### config.mk
export PLATFORM = sky130hd
export DESIGN_NAME = pzcorebus_upsizer_response_sequencer
export DESIGN_NICKNAME = d
export VERILOG_FILES = /design/src/rtl/pzcorebus_upsizer_response_sequencer_pkg.sv /design/src/rtl/pzcorebus_upsizer_response_sequencer_fifo.sv /design/src/rtl/pzcorebus_upsizer_response_sequencer.sv
export SDC_FILE = /design/constraint.sdc
export NUM_CORES = 1
export LEC_CHECK = 0
export ABC_CLOCK_PERIOD_IN_PS = 2550
export CORE_MARGIN = 2
export CORE_UTILIZATION = 26
export CTS_BUF_LIST = sky130_fd_sc_hd__clkbuf_16
export CTS_CLUSTER_SIZE = 20
export DETAILED_ROUTE_END_ITERATION = 6
export SLEW_MARGIN = 25
export SYNTH_ARGS = -nofsm -noshare
export SYNTH_HDL_FRONTEND = slang
export SYNTH_SLANG_ARGS = --single-unit
### constraint.sdc
create_clock -name i_clk -period 2.55 [get_ports i_clk]
set_input_delay 0.51 -clock i_clk [delete_from_list [all_inputs] [get_ports i_clk]]
set_output_delay 0.51 -clock i_clk [all_outputs]
set_load 0.05 [all_outputs]
### src/rtl/pzcorebus_upsizer_response_sequencer_pkg.sv
// pzcorebus_upsizer_response_sequencer_pkg: shared types and helpers for the upsizer response sequencer.
package pzcorebus_upsizer_response_sequencer_pkg;

    typedef enum logic {
        SEQ_IDLE,
        SEQ_BURST
    } seq_state_e;

    // Index width for a power-of-2 unit count; never below 1 bit so ports stay legal.
    function automatic int index_width(input int size);
        return (size > 1) ? $clog2(size) : 1;
    endfunction

endpackage

### src/rtl/pzcorebus_upsizer_response_sequencer_fifo.sv
// pzcorebus_upsizer_response_sequencer_fifo: command queue exposing the entry behind the head and the fill count.
module pzcorebus_upsizer_response_sequencer_fifo #(
    parameter int DATA_WIDTH = 8,
    parameter int DEPTH      = 4
)(
    input  logic                    i_clk,
    input  logic                    i_rst_n,
    input  logic                    i_push,
    input  logic [DATA_WIDTH-1:0]   i_data,
    input  logic                    i_pop,
    output logic [DATA_WIDTH-1:0]   o_next_data,
    output logic [$clog2(DEPTH):0]  o_count
);
    localparam int PW = $clog2(DEPTH);
    localparam int CW = PW + 1;

    logic [DATA_WIDTH-1:0] mem [DEPTH];
    logic [PW-1:0]         wr_ptr;
    logic [PW-1:0]         rd_ptr;

    // The head itself is held in the sequencer's counters; only its successor is needed here.
    assign o_next_data = mem[rd_ptr + PW'(1)];

    always_ff @(posedge i_clk or negedge i_rst_n) begin
        if (!i_rst_n) begin
            wr_ptr  <= '0;
            rd_ptr  <= '0;
            o_count <= '0;
        end else begin
            if (i_push) wr_ptr <= wr_ptr + PW'(1);
            if (i_pop) rd_ptr <= rd_ptr + PW'(1);
            if (i_push != i_pop) o_count <= i_push ? o_count + CW'(1) : o_count - CW'(1);
        end
    end

    always_ff @(posedge i_clk) begin
        if (i_push) mem[wr_ptr] <= i_data;
    end

endmodule

### src/rtl/pzcorebus_upsizer_response_sequencer.sv
// pzcorebus_upsizer_response_sequencer: per-command unit/lane index, narrow last and wide-beat pop
// generation for the upsizer response path.
module pzcorebus_upsizer_response_sequencer
    import pzcorebus_upsizer_response_sequencer_pkg::*;
#(
    parameter int MAX_DATA_SIZE    = 16,
    parameter int SLAVE_DATA_SIZE  = 2,
    parameter int MASTER_DATA_SIZE = 8,
    parameter int LENGTH_WIDTH     = 8,
    parameter int DEPTH            = 4
)(
    input  logic                                      i_clk,
    input  logic                                      i_rst_n,
    input  logic                                      i_cmd_valid,
    output logic                                      o_cmd_ready,
    input  logic [index_width(MAX_DATA_SIZE)-1:0]     i_cmd_offset,
    input  logic [LENGTH_WIDTH-1:0]                   i_cmd_length,
    input  logic                                      i_resp_ack,
    output logic                                      o_resp_enable,
    output logic [index_width(MAX_DATA_SIZE)-1:0]     o_unit_index,
    output logic [index_width(MASTER_DATA_SIZE)-1:0]  o_lane_index,
    output logic                                      o_resp_last,
    output logic                                      o_master_pop
);
    localparam int UW = index_width(MAX_DATA_SIZE);
    localparam int LW = index_width(MASTER_DATA_SIZE);
    localparam int CW = $clog2(DEPTH) + 1;

    typedef struct packed {
        logic [UW-1:0]           offset;
        logic [LENGTH_WIDTH-1:0] length;
    } entry_t;

    seq_state_e              state_q;
    seq_state_e              state_d;
    logic [UW-1:0]           index_q;
    logic [UW-1:0]           index_d;
    logic [LENGTH_WIDTH-1:0] remain_q;
    logic [LENGTH_WIDTH-1:0] remain_d;
    logic [CW-1:0]           count;
    entry_t                  cmd_entry;
    entry_t                  next_entry;
    entry_t                  load_entry;
    logic                    push;
    logic                    pop;

    assign cmd_entry     = '{offset: i_cmd_offset & ~UW'(SLAVE_DATA_SIZE - 1), length: i_cmd_length};
    assign o_cmd_ready   = count != CW'(DEPTH);
    assign push          = i_cmd_valid && o_cmd_ready;
    assign o_resp_enable = state_q == SEQ_BURST;
    assign o_resp_last   = o_resp_enable && remain_q == '0;
    assign pop           = o_resp_enable && i_resp_ack && o_resp_last;
    assign o_unit_index  = index_q;
    assign o_lane_index  = LW'(index_q);
    assign o_master_pop  = o_resp_enable && (o_resp_last ||
                           ((index_q + UW'(SLAVE_DATA_SIZE)) & UW'(MASTER_DATA_SIZE - 1)) == '0);
    // With only the finishing head queued, a same-cycle push becomes the next head directly.
    assign load_entry    = (count > CW'(1)) ? next_entry : cmd_entry;

    pzcorebus_upsizer_response_sequencer_fifo #(
        .DATA_WIDTH ($bits(entry_t)),
        .DEPTH      (DEPTH)
    ) u_cmd_fifo (
        .i_clk       (i_clk),
        .i_rst_n     (i_rst_n),
        .i_push      (push),
        .i_data      (cmd_entry),
        .i_pop       (pop),
        .o_next_data (next_entry),
        .o_count     (count)
    );

    always_comb begin
        state_d  = state_q;
        index_d  = index_q;
        remain_d = remain_q;
        if (state_q == SEQ_IDLE) begin
            if (push) begin
                state_d  = SEQ_BURST;
                index_d  = cmd_entry.offset;
                remain_d = cmd_entry.length;
            end
        end else if (i_resp_ack) begin
            if (!o_resp_last) begin
                index_d  = index_q + UW'(SLAVE_DATA_SIZE);
                remain_d = remain_q - LENGTH_WIDTH'(1);
            end else if (count > CW'(1) || push) begin
                index_d  = load_entry.offset;
                remain_d = load_entry.length;
            end else begin
                state_d  = SEQ_IDLE;
                index_d  = '0;
                remain_d = '0;
            end
        end
    end

    always_ff @(posedge i_clk or negedge i_rst_n) begin
        if (!i_rst_n) begin
            state_q  <= SEQ_IDLE;
            index_q  <= '0;
            remain_q <= '0;
        end else begin
            state_q  <= state_d;
            index_q  <= index_d;
            remain_q <= remain_d;
        end
    end

    ack_needs_enable: assert property (@(posedge i_clk) disable iff (!i_rst_n) i_resp_ack |-> o_resp_enable);

endmodule

== Word-level counts from Yosys, hierarchy flattened ==
Memory sizes are Yosys's and may differ from the RTL's.
Cells that the tools add are included.
Storage, ports and cells
  flip-flop bits (word level): 20
  RAM bits: 44
  input port bits: 16
  output and inout port bits: 11
  memories kept: 1
Memories
  u_cmd_fifo.mem: words 4, bits a word 11, rd ports 1, clocked after memory_dff 0, wr ports 1, RTL line pzcorebus_upsizer_response_sequencer_fifo.sv:17  | logic [DATA_WIDTH-1:0] mem [DEPTH];
Operators by class
  add/subtract/negate cells: 6
  order comparisons: 1
  equal/unequal tests: 3
  mux-type cells: 18
  reduce and logical (&&, ||, !) cells: 11
Operators by type and width (number)
  2-to-1 mux 8 bit: 5
  2-to-1 mux 4 bit: 5
  2-to-1 mux 12 bit: 1
  logical NOT 8 bit: 1
  subtractor 8 x 1 -> 8 bit, second input constant: 1
  2-to-1 mux 1 bit: 6
  logical AND 1 bit: 5
  adder 2 x 1 -> 2 bit, second input constant: 2
  adder 4 x 2 -> 4 bit, second input constant: 1
  logical NOT 4 bit: 1
  adder 3 x 1 -> 3 bit, second input constant: 1
  > comparator 3 x 1 -> 1 bit, second input constant: 1
  2-to-1 mux 3 bit: 1
  inequality test 3 bit, second input constant: 1
  subtractor 3 x 1 -> 3 bit, second input constant: 1
  logical OR 1 bit: 2
  inequality test 2 bit, second input constant: 1
  AND reduction 2 bit: 1
  nonzero test 2 bit: 1
  inequality test 1 bit: 1

== Logic depth before layout (Yosys ltp) ==
  depth in word-level cells: 7
  depth in mapped cells: 8

== Cells and area by module ==
A second synthesis with hierarchy kept.
Unflattened totals
  cell total of the unflattened synthesis: 236
  area total of the unflattened synthesis: 3308.2 µm²
Modules (own cells, without submodules)
  pzcorebus_upsizer_response_sequencer_fifo: instances 1, cells an instance 95, area each 2120.8 µm², sequential area each 1616.6 µm²
  pzcorebus_upsizer_response_sequencer: instances 1, cells an instance 141, area each 1187.4 µm², sequential area each 325.3 µm²

== Least setup slack after synthesis ==
No wires, ideal clock.
  kind: register to output
  start: register state_q (netlist: o_resp_enable)
  end: output o_master_pop
  arrival: 1.910 ns
  slack: 0.130 ns
  stages on the path, launching flop included: 4
  cell sequence: dfrtp_1 buf_2 clkbuf_1 nor2b_1
Between the ends
  cells in the longest elaborated chain, start to end: 3
RTL lines
  from (decl): RTL line pzcorebus_upsizer_response_sequencer.sv:34  | seq_state_e state_q;
  from (signal assigned): RTL line pzcorebus_upsizer_response_sequencer.sv:104  | state_q <= state_d;
  logical AND 1 bit: RTL line pzcorebus_upsizer_response_sequencer.sv:51  | assign o_resp_last = o_resp_enable && remain_q == '0;
  logical OR 1 bit: RTL line pzcorebus_upsizer_response_sequencer.sv:55  | assign o_master_pop = o_resp_enable && (o_resp_last ||
  logical AND 1 bit *: RTL line pzcorebus_upsizer_response_sequencer.sv:55
  to (decl): RTL line pzcorebus_upsizer_response_sequencer.sv:23  | output logic o_master_pop
Mark *: on every way between the ends. The rest lies on a longest branch, timed or not.

== Final worst setup path ==
  start: register remain_q[0]
  end: output o_resp_last
Between the ends
  cells in the longest elaborated chain, start to end: 2
RTL lines
  from (decl): RTL line pzcorebus_upsizer_response_sequencer.sv:38  | logic [LENGTH_WIDTH-1:0] remain_q;
  from (signal assigned): RTL line pzcorebus_upsizer_response_sequencer.sv:106  | remain_q <= remain_d;
  logical NOT 8 bit: RTL line pzcorebus_upsizer_response_sequencer.sv:51
  logical AND 1 bit: RTL line pzcorebus_upsizer_response_sequencer.sv:51
  to (decl): RTL line pzcorebus_upsizer_response_sequencer.sv:22  | output logic o_resp_last,
No other way between the ends.

==> results.md <==
- Outcome: complete, but fails checks
- Failing checks: design-rule violations
- Power per standard cell area: 963.6 mW/mm^2
- Area of the mapped netlist: about 0.0031 mm^2
- Placement Rows: 39
- Insertion delay of the later-clocked pin in the worst-skew pair: 0.33 ns
- Total core area: approximately 0.012 mm^2
- Postcts setup bufs: 0
- Leakage component of the power: 1.337 nW
- Vias in the first global route: 1898
- Pin count of the biggest net entering global routing: 21
- Final hold viol count: 0
- Async set-reset flop share out of synthesis: 30.16%
- DRC violation total after the first TritonRoute iteration: 105
- Pre-CTS setup slack: approximately 0.31 ns
- Worst hold-check path type: flop to flop
- Average routed wire per standard cell: 16.81 um
- TritonCTS clock tree: done
- Diode insertion count for antenna repair: 0
- List of most frequent post-synthesis cells: 44 x sky130_fd_sc_hd__edfxtp_1, 19 x sky130_fd_sc_hd__dfrtp_1, 19 x sky130_fd_sc_hd__nand2_1
- Highest clock frequency the design can meet: 406.6 MHz
- Setup repair after global routing missed its margin: no
- Buffer cell driving the clock tree root: sky130_fd_sc_hd__clkbuf_16
- Number of distinct library cells after synthesis: 55
- Portion of synthesized cell area occupied by the leading cell type: between 40% and 50%
- GR Overflow Total: 0
- Max-slew headroom at the worst pin: approximately two thirds
- Main area contributors after synthesis: sky130_fd_sc_hd__edfxtp_1 43%, sky130_fd_sc_hd__dfrtp_1 15%, sky130_fd_sc_hd__mux4_2 8.0%
- Detail Placement HPWL: 4733 um
- Sequential cell area: about 0.0018 mm^2
- Total detailed-routing wirelength: between 6000 and 7000 um
- Post-detailed-route via-to-cell ratio: between 4 and 5
- Number of buffers added on ports: 23
- Post-CTS resize count: 0
- Data required time of the worst path: 2.04 ns
- Total number of vias: roughly 2000
- Clock buffer count from CTS: 9
- Yosys Warn Count: 0
- Maximum fanout along the worst path: 6
- Global-route wire length before repair: ~11000 um
- Initial core utilization: about 27%
- Global routing usage summed across all routing layers: 11.09%
- Residual antenna-violating net count after detailed routing: 0
- Layout cells sized above 1: 23.28%
- Area of the die: approximately 0.013 mm^2
- Register bit count reported by yosys: 63
- Crit path launch type: flop
- Synth-to-Final Area Change: 24.19%
- Count of hold-fix buffers inserted at cts: 0
- Sum of negative setup slack: 0 ns
- Number of instances in the synthesized netlist: around 220
- Number of detailed-route iterations in the first pass: 6
- Horizontal die dimension: 112.9 um
- Critical path start-end classification: flop to primary output
- Final layout net count: 283
- Fin worst setup slack: 0.09058 ns
- Clock Tree Buf Depth: 2
- Peak supply drop: 0.0003229 V
- Largest area contributor in the netlist: sky130_fd_sc_hd__edfxtp_1
- Setup slack of the worst register-to-register path: 0.48 ns
- Most frequent cell after synthesis: sky130_fd_sc_hd__edfxtp_1
- Sink Count: 63
- DR DRC count: 1
- Portion of the post-synthesis area used by sequential elements: between 50% and 60%
- Number of enable-type register cells in the synthesized netlist: 44
- Max H-tree Level: 3
- Final count of negative-setup-slack endpoints: 0
- Post-synthesis average cell area: between 10 and 15 um^2
- Min cycle time layout: 2.459 ns
- Count of boundary I/O pins: 27
- Max-slew violation count: 0
- Number of fillers in the final layout: approximately 1200
- Area of the multi-input gates: about 0.0012 mm^2
- Crit. End Element: primary output
- Arrival time of data at the critical path endpoint: 1.95 ns
- Worst-case clock skew: 0.004234 ns
- Most frequently used flop master after synthesis: sky130_fd_sc_hd__edfxtp_1
- Final estimated routing congestion in global placement: 0.8230
- Number of antenna violations at the first check in global routing: 0
- Fraction of the cycle the final worst path needs: 96.45%
- Clk pin slew, worst setup/hold paths: 0.06 ns
- Worst Max-Slew Pin Slew: just over 0.5 ns
- Count of max-cap constraint violations: 0
- Height of the chip: approximately 110 um
-- cells by family (layout without fill, tap and decap cells) --
kind of cell / after synthesis / count (layout) / share of synthesized area [%]
adder cells (fa/ha/maj): 11 / 11 / 4.383
multiplexers: 12 / 12 / 8.360
flip-flops: 63 / 63 / 58.28
XOR/XNOR: 8 / 8 / 2.273
other: 1 / 2 / 0.1216
buffers and inverters: 18 / 58 / 2.841
AND/OR/NAND/NOR: 58 / 58 / 11.73
AO/OA/AOI/OAI: 50 / 50 / 12.01
-- area by class of cell --
class	count	share of cell area [%]
tap	143	4.673
clock inverter	7	1.340
inverter	6	0.5882
sequential	63	46.93
timing repair buffer	36	9.020
clock buffer	9	5.882
multi-input combinational	141	31.57
-- layer usage --
metal / track usage, % / routed length [um]
met1: 15.42 / 3260
met2: 16.35 / 3089
met3: 2.035 / 260
met4: 6.260 / 197
met5: 0 / 0
-- worst max-delay path, cell delays in order, from the launching register on --
cell,delay (ns)
sky130_fd_sc_hd__dfrtp_1,0.40
sky130_fd_sc_hd__inv_1,0.09
sky130_fd_sc_hd__ha_1,0.28
sky130_fd_sc_hd__or4bb_4,0.54
sky130_fd_sc_hd__nor2_8,0.16
sky130_fd_sc_hd__buf_12,0.15
-- through the flow --
step	hold slack, ns	utilization (%)	area [um^2]	total power, mW	instances
floorplan	0.2144	-	3087	2.229	222
global placement	0.4966	30.79	3546	2.578	389
detailed placement	0.5118	30.79	3546	2.612	389
CTS	0.5163	33.19	3822	3.725	405
global route	0.5428	33.25	3829	3.884	405
finish	0.5203	33.25	3829	3.689	405
-- cells in the final DEF (no fill, tap or decap), types with 7 or more instances in the layout --
cell and count:
sky130_fd_sc_hd__a21oi_1 11, sky130_fd_sc_hd__and3_1 8, sky130_fd_sc_hd__buf_4 14, sky130_fd_sc_hd__clkbuf_16 9, sky130_fd_sc_hd__clkdlybuf4s50_1 20, sky130_fd_sc_hd__dfrtp_1 19, sky130_fd_sc_hd__edfxtp_1 44, sky130_fd_sc_hd__ha_1 10
sky130_fd_sc_hd__inv_1 7, sky130_fd_sc_hd__mux4_2 11, sky130_fd_sc_hd__nand2_1 19, sky130_fd_sc_hd__o32ai_1 7
-- sequential cells by signal (all words and copies together) (netlist names) --
signal,flops
u_cmd_fifo.wr_ptr,2
u_cmd_fifo.mem,44
o_resp_enable,1
remain_q,8
u_cmd_fifo.o_count,3
o_unit_index,3
u_cmd_fifo.rd_ptr,2
-- worst paths after layout --
check,depth (start not counted),end,start
hold reg to reg,1,u_cmd_fifo.o_count[2],u_cmd_fifo.o_count[2]
setup reg to reg,6,remain_q[4],remain_q[0]
setup / recovery,5,o_resp_last,remain_q[0]
hold / removal,1,u_cmd_fifo.o_count[2],u_cmd_fifo.o_count[2]
min in group asynchronous,2,u_cmd_fifo.wr_ptr[0],i_rst_n
max in group asynchronous,2,o_unit_index[2],i_rst_n
-- report_power, final --
group / switching, mW / leakage (nW) / internal [mW] / total [mW]
Combinational: 0.616 / 0.591 / 0.426 / 1.04
Sequential: 0.189 / 0.621 / 1.36 / 1.55
Clock: 0.445 / 0.125 / 0.655 / 1.10
Total: 1.25 / 1.34 / 2.44 / 3.69
(Power assumes the default switching activity.)
